===== config.mk =====
export PLATFORM = sky130hd
export DESIGN_NAME = icache_direct
export DESIGN_NICKNAME = d
export VERILOG_FILES = /design/src/rtl/icache_direct_pkg.sv /design/src/rtl/icache_array.sv /design/src/rtl/icache_direct.sv
export SDC_FILE = /design/constraint.sdc
export NUM_CORES = 1
export LEC_CHECK = 0
export CELL_PAD_IN_SITES_DETAIL_PLACEMENT = 0
export CELL_PAD_IN_SITES_GLOBAL_PLACEMENT = 1
export CORE_AREA = 4 4 422 341
export CTS_BUF_LIST = sky130_fd_sc_hd__clkbuf_4 sky130_fd_sc_hd__clkbuf_8
export DETAILED_ROUTE_END_ITERATION = 12
export DIE_AREA = 0 0 426 345
export GPL_ROUTABILITY_DRIVEN = 1
export PLACE_DENSITY = 0.62
export SETUP_SLACK_MARGIN = 0.5
export SLEW_MARGIN = 5
export SYNTH_ARGS = -nofsm -noshare
export SYNTH_HDL_FRONTEND = slang
export SYNTH_SLANG_ARGS = --single-unit

===== constraint.sdc =====
create_clock -name clk -period 17.1 [get_ports clk]
set_input_delay 4.275 -clock clk [delete_from_list [all_inputs] [get_ports clk]]
set_output_delay 4.275 -clock clk [all_outputs]
set_load 0.01 [all_outputs]

===== src/rtl/icache_direct_pkg.sv =====
// Shared types and geometry helpers for the direct-mapped instruction cache.
package icache_direct_pkg;

  typedef enum logic [1:0] {
    IDLE = 2'd0,
    REQ  = 2'd1,
    WAIT = 2'd2
  } icache_state_t;

  localparam logic [31:0] NOP_INST = 32'h00000013;

  localparam int DEF_NUM_LINES  = 8;
  localparam int DEF_LINE_WORDS = 4;

  // Byte-offset bits within a line (word select plus the two byte bits).
  function automatic int off_bits(input int line_words);
    return $clog2(line_words) + 2;
  endfunction

  function automatic int idx_bits(input int num_lines);
    return $clog2(num_lines);
  endfunction

  function automatic int tag_bits(input int num_lines, input int line_words);
    return 32 - off_bits(line_words) - idx_bits(num_lines);
  endfunction

endpackage


===== src/rtl/icache_array.sv =====
// Tag, data and valid storage: combinational read, synchronous line write and clear-all.
module icache_array
  import icache_direct_pkg::*;
#(
  parameter int  NUM_LINES  = DEF_NUM_LINES,
  parameter int  LINE_WORDS = DEF_LINE_WORDS,
  localparam int IDX_W      = idx_bits(NUM_LINES),
  localparam int TAG_W      = tag_bits(NUM_LINES, LINE_WORDS),
  localparam int LINE_W     = 32 * LINE_WORDS
) (
  input  logic              clk,
  input  logic              reset,
  input  logic [IDX_W-1:0]  rd_idx,
  output logic              rd_valid,
  output logic [TAG_W-1:0]  rd_tag,
  output logic [LINE_W-1:0] rd_line,
  input  logic              wr_en,
  input  logic [IDX_W-1:0]  wr_idx,
  input  logic [TAG_W-1:0]  wr_tag,
  input  logic [LINE_W-1:0] wr_line,
  input  logic              wr_valid,
  input  logic              clear_all
);

  logic [NUM_LINES-1:0] valid_q;
  logic [TAG_W-1:0]     tag_q  [NUM_LINES];
  logic [LINE_W-1:0]    data_q [NUM_LINES];

  // A line write in the same cycle as clear-all keeps its own valid value,
  // so the caller decides whether a refill racing an invalidate survives.
  always_ff @(posedge clk) begin
    if (reset) begin
      valid_q <= '0;
    end else begin
      if (clear_all) valid_q <= '0;
      if (wr_en)     valid_q[wr_idx] <= wr_valid;
    end
  end

  always_ff @(posedge clk) begin
    if (wr_en) begin
      tag_q[wr_idx]  <= wr_tag;
      data_q[wr_idx] <= wr_line;
    end
  end

  assign rd_valid = valid_q[rd_idx];
  assign rd_tag   = tag_q[rd_idx];
  assign rd_line  = data_q[rd_idx];

endmodule


===== src/rtl/icache_direct.sv =====
// Direct-mapped blocking instruction cache with single-beat line refill.
// Optional hit/miss counters are built when ICACHE_PERF_COUNTERS_EN is defined.
//
// Memory handshake: a request transfers in a cycle where mem_req_valid and
// mem_req_ready are both high; mem_req_valid/mem_req_addr stay stable until
// then. mem_resp_valid is only honoured in WAIT and carries the whole line.
module icache_direct
  import icache_direct_pkg::*;
#(
  parameter int          NUM_LINES  = DEF_NUM_LINES,
  parameter int          LINE_WORDS = DEF_LINE_WORDS,
  parameter logic [31:0] NOP_INST   = icache_direct_pkg::NOP_INST
) (
  input  logic                    clk,
  input  logic                    reset,
  input  logic                    in_req_valid,
  input  logic [31:0]             in_pc,
  input  logic                    in_invalidate,
  output logic [31:0]             out_inst,
  output logic                    out_inst_valid,
  output logic                    out_stall,
  output logic                    mem_req_valid,
  output logic [31:0]             mem_req_addr,
  input  logic                    mem_req_ready,
  input  logic                    mem_resp_valid,
  input  logic [32*LINE_WORDS-1:0] mem_resp_data,
`ifdef ICACHE_PERF_COUNTERS_EN
  output logic [31:0]             out_hit_count,
  output logic [31:0]             out_miss_count,
`endif
  output icache_state_t           dbg_state
);

  localparam int OFF_W  = off_bits(LINE_WORDS);
  localparam int IDX_W  = idx_bits(NUM_LINES);
  localparam int TAG_W  = tag_bits(NUM_LINES, LINE_WORDS);
  localparam int WSEL_W = $clog2(LINE_WORDS);
  localparam int LINE_W = 32 * LINE_WORDS;

  icache_state_t    state_q, state_d;
  logic [31:0]      miss_addr_q;
  logic             inval_pend_q;

  logic [IDX_W-1:0]  pc_idx;
  logic [TAG_W-1:0]  pc_tag;
  logic [WSEL_W-1:0] pc_wsel;
  logic              rd_valid;
  logic [TAG_W-1:0]  rd_tag;
  logic [LINE_W-1:0] rd_line;
  logic              hit;
  logic              wr_en;
  logic              wr_valid;
  logic              miss_start;
  logic              unused_pc_bits;

  assign pc_idx         = in_pc[OFF_W +: IDX_W];
  assign pc_tag         = in_pc[31 -: TAG_W];
  assign pc_wsel        = in_pc[2 +: WSEL_W];
  assign unused_pc_bits = ^in_pc[1:0];

  assign hit = in_req_valid && rd_valid && (rd_tag == pc_tag);

  // An invalidate seen anywhere during the refill, or on the response edge,
  // makes the refilled line land invalid.
  assign wr_valid = !(inval_pend_q || in_invalidate);

  icache_array #(
    .NUM_LINES  (NUM_LINES),
    .LINE_WORDS (LINE_WORDS)
  ) u_array (
    .clk       (clk),
    .reset     (reset),
    .rd_idx    (pc_idx),
    .rd_valid  (rd_valid),
    .rd_tag    (rd_tag),
    .rd_line   (rd_line),
    .wr_en     (wr_en),
    .wr_idx    (miss_addr_q[OFF_W +: IDX_W]),
    .wr_tag    (miss_addr_q[31 -: TAG_W]),
    .wr_line   (mem_resp_data),
    .wr_valid  (wr_valid),
    .clear_all (in_invalidate && !reset)
  );

  always_ff @(posedge clk) begin
    if (reset) begin
      state_q      <= IDLE;
      miss_addr_q  <= '0;
      inval_pend_q <= 1'b0;
    end else begin
      state_q <= state_d;
      if (miss_start) begin
        miss_addr_q  <= {in_pc[31:OFF_W], {OFF_W{1'b0}}};
        inval_pend_q <= 1'b0;
      end else if (in_invalidate && (state_q != IDLE)) begin
        inval_pend_q <= 1'b1;
      end
    end
  end

  always_comb begin
    state_d        = state_q;
    out_stall      = 1'b0;
    out_inst_valid = 1'b0;
    out_inst       = NOP_INST;
    mem_req_valid  = 1'b0;
    mem_req_addr   = '0;
    wr_en          = 1'b0;
    miss_start     = 1'b0;
    case (state_q)
      IDLE: begin
        if (in_req_valid) begin
          if (hit) begin
            out_inst_valid = 1'b1;
            out_inst       = rd_line[32*pc_wsel +: 32];
          end else begin
            out_stall  = 1'b1;
            miss_start = 1'b1;
            state_d    = REQ;
          end
        end
      end
      REQ: begin
        out_stall     = 1'b1;
        mem_req_valid = 1'b1;
        mem_req_addr  = miss_addr_q;
        if (mem_req_ready) state_d = WAIT;
      end
      WAIT: begin
        out_stall = 1'b1;
        if (mem_resp_valid) begin
          wr_en   = 1'b1;
          state_d = IDLE;
        end
      end
      default: state_d = IDLE;
    endcase
    // Reset forces idle-looking outputs even while a refill was in flight.
    if (reset) begin
      out_stall      = 1'b0;
      out_inst_valid = 1'b0;
      out_inst       = NOP_INST;
      mem_req_valid  = 1'b0;
      mem_req_addr   = '0;
      wr_en          = 1'b0;
      miss_start     = 1'b0;
    end
  end

  assign dbg_state = state_q;

`ifdef ICACHE_PERF_COUNTERS_EN
  logic [31:0] hit_count_q, miss_count_q;

  always_ff @(posedge clk) begin
    if (reset) begin
      hit_count_q  <= '0;
      miss_count_q <= '0;
    end else begin
      if (out_inst_valid) hit_count_q  <= hit_count_q + 32'd1;
      if (miss_start)     miss_count_q <= miss_count_q + 32'd1;
    end
  end

  assign out_hit_count  = hit_count_q;
  assign out_miss_count = miss_count_q;
`endif

endmodule


==> metrics.cfg <==
[worst_setup_path]
cp.arrival_ps = 9400
end_kind = output pin
critPathLaunchType = primary input
crit_end = out_inst[4]
rr_startpoint = dbg_state[0]$_SDFFE_PP0P_
reg2reg_depth = 6
crit_fanout = 80
reg2reg_to = u_array.data_q[6][46]$_DFFE_PP_
r2r_slack_ps = 13130
crit_start = in_pc[4]
critPathRequiredTime_ps = 12820
path_class = primary input to output pin

[sta]
finalHoldViolCount = 0
rsz0062_at_grt = no
max_freq_mhz = 73.12
tightest_slew_ps = 1170
finClkSkew_ps = 45.52
fin_crit_ps = 13680
fin_tns_setup_ps = 0
fin_crit_sh = 0.7998
finalMaxSlewViolations = 0
setup_violations = 0
max_slew_margin = 0.2199

[cells_and_area]
fillers = 12310
seqCellArea_sq_um = 37540
fin_cells = 4508
area_growth_pct = 17.57
fin_util = 0.4091
final_area_sq_um = 57170
final_nets = 2629
multiInputGateArea_sq_um = 10610
drive_above_1_share = 0.2914

[placed_design]
place.gp.congestion = 0.6911
io_buffers = 228
dp.cells = 4132
dpl.hpwl_um = 60210
dpl_cell_area_sq_um = 53160

[synth]
synth_simple_gate_area_share = 0.01817
synthXorXnorAreaFrac = 0.004503
syn_area_sq_um = 48620
synth_compound_area_frac = 0.004760
yosys_warnings = 0
yosysTopAreaCell = edfxtp_1
syn_inst = 2096
synth_top_family_by_area = multiplexers
synthMuxAreaShare = 0.1876
synth_area_per_cell_sq_um = 23.20
ys_ff_latch = 1263
yosys.area.top_type_share = 0.7559
synth.distinct_cells = 43
yosysSeqAreaShare = 0.7720
yosysMostFrequentCell = edfxtp_1
synthAdderAreaFrac = 0.001287
synth_flop_cell = edfxtp_1
synth-async-reset-ratio = 0
synth_commonest_cells = edfxtp_1, mux4_2, mux2i_1
synth-edff-count = 1224
synth_area_leaders = edfxtp_1, mux4_2, mux2i_1, dfxtp_1, nand2_1

[detailed_routing]
routedWlPerCell_um = 25.00
drt-pass1-iter-count = 5
ant_nets = 0
vias = 22360
via_per_inst = 4.960
drt_wl_total_um = 112700
drc = 0
drt-initial-drc-count = 1271

[grt]
grt_max_degree = 142
gr-total-overflow = 0
antenna_found_initial = 18
grt_pass1_wl_um = 164100
grt_use_total = 0.1525
grt_pass1_vias = 24430

[outcome]
status = finished, final reports clean

[floorplanning]
ios = 235
core-area_sq_um = 139700
die_h_um = 345
start_util = 0.3480
row_count = 123
die_width_um = 426
design.die.area_sq_um = 147000

[cts]
cts_tree = built
ctsResizeCount = 0
cts_num_sinks = 1263
clk_latency_ps = 880
cts_root_buf = clkbuf_8
htreeDepth = 4
postCtsHoldBufs = 0
clock_path_buffers = 3
clk_pin_slew_worst_paths_ps = 60
cts_setup_buffers = 0
numCtsBuffers = 199

[power_and_ir_drop]
power.leakage_nw = 17.97
pwr_density_cell_nw_per_um2 = 109.7
peakVddDrop_v = 0.00006650
finalPower_w = 0.006270

[flow_run]
cap_violations = 0

[min_path]
hold_path.class = flop to flop

==> how the worst min path moves through the flow <==
stage,to,slack (ps),depth (start not counted),from
floorplan,miss_addr_q[4]$_SDFFE_PP0P_,450,2,miss_addr_q[4]$_SDFFE_PP0P_
global placement,miss_addr_q[4]$_SDFFE_PP0P_,470,2,miss_addr_q[4]$_SDFFE_PP0P_
detailed placement,miss_addr_q[4]$_SDFFE_PP0P_,490,2,miss_addr_q[4]$_SDFFE_PP0P_
CTS,miss_addr_q[4]$_SDFFE_PP0P_,500,2,miss_addr_q[4]$_SDFFE_PP0P_
global route,miss_addr_q[4]$_SDFFE_PP0P_,530,2,miss_addr_q[4]$_SDFFE_PP0P_
finish,miss_addr_q[4]$_SDFFE_PP0P_,500,2,miss_addr_q[4]$_SDFFE_PP0P_
==> where the power goes <==
part,leakage (nW),switching (W),internal [W]
sequential,11.3,0.0000176,0.00341
combinational,4.51,0.000161,0.000152
clock,2.12,0.00116,0.00136
total,18.0,0.00134,0.00493
==> metrics by stage <==
step	setup WS [ps]	hold slack (ps)
2_1_floorplan	1127	451.3
3_3_place_gp	3309	470.4
3_5_place_dp	3262	492.2
4_1_cts	3246	501.0
5_1_grt	2929	525.1
6_report	3424	495.9
==> placed cells by master, fill, tap and decap left out, types with 5 or more instances in the layout <==
| cell | synthesis | final |
|---|---|---|
| dfxtp_1 | 39 | 39 |
| nand2b_1 | 5 | 5 |
| clkinv_1 | 1 | 35 |
| xor2_1 | 14 | 14 |
| clkinvlp_4 | 0 | 7 |
| inv_1 | 6 | 6 |
| mux4_2 | 352 | 352 |
| o22ai_1 | 8 | 8 |
| mux2_2 | 17 | 17 |
| nor2_1 | 43 | 37 |
| clkbuf_8 | 0 | 205 |
| clkdlybuf4s50_1 | 0 | 223 |
| nand4_1 | 8 | 8 |
| buf_4 | 12 | 41 |
| and2_1 | 28 | 28 |
| bufinv_16 | 0 | 6 |
| xnor2_1 | 11 | 11 |
| clkinv_2 | 0 | 37 |
| edfxtp_1 | 1224 | 1224 |
| clkbuf_4 | 0 | 68 |
| mux2i_1 | 100 | 100 |
| a21oi_1 | 6 | 6 |
| diode_2 | 0 | 11 |
| nor2_4 | 0 | 6 |
| ha_1 | 5 | 5 |
| a221oi_1 | 8 | 8 |
| nand2_1 | 67 | 67 |
==> kinds of logic (layout without fill, tap and decap cells) <==
| family | Yosys count | after routing |
|---|---|---|
| compound gates | 32 | 32 |
| xor+xnor | 25 | 25 |
| fa+ha+maj | 5 | 5 |
| buf+inv | 121 | 644 |
| flops | 1263 | 1263 |
| mux | 469 | 469 |
| other cells | 1 | 15 |
| simple gates | 180 | 180 |
==> layout make-up <==
cell class,count,share of cell area
Sequential cell,1263,0.6566
Multi-Input combinational cell,715,0.1855
Clock buffer,273,0.05829
Timing Repair Buffer,271,0.04629
Tap cell,1875,0.04104
Clock inverter,92,0.01125
Inverter,8,0.0005253
Antenna cell,11,0.0004815
==> critical path, stage by stage <==
cell	delay [ps]
buf_8	640
buf_4	800
nand3b_1	180
nand4_1	150
xor2_1	330
nand4_1	220
nor4_2	670
nand4_4	920
a211o_1	590
clkdlybuf4s50_1	510
==> layer usage <==
metal | track usage | wire length (um)
met4 | 0.05083 | 2502
met5 | 0 | 34
met2 | 0.2601 | 58180
met3 | 0.03399 | 5760
met1 | 0.1931 | 46220
==> flip-flops by register name (all words and copies together) (netlist names) <==
signal           flops
u_array.data_q    1024
inval_pend_q         1
dbg_state            2
miss_addr_q         28
u_array.valid_q      8
u_array.tag_q      200
(Power assumes the default switching activity.)
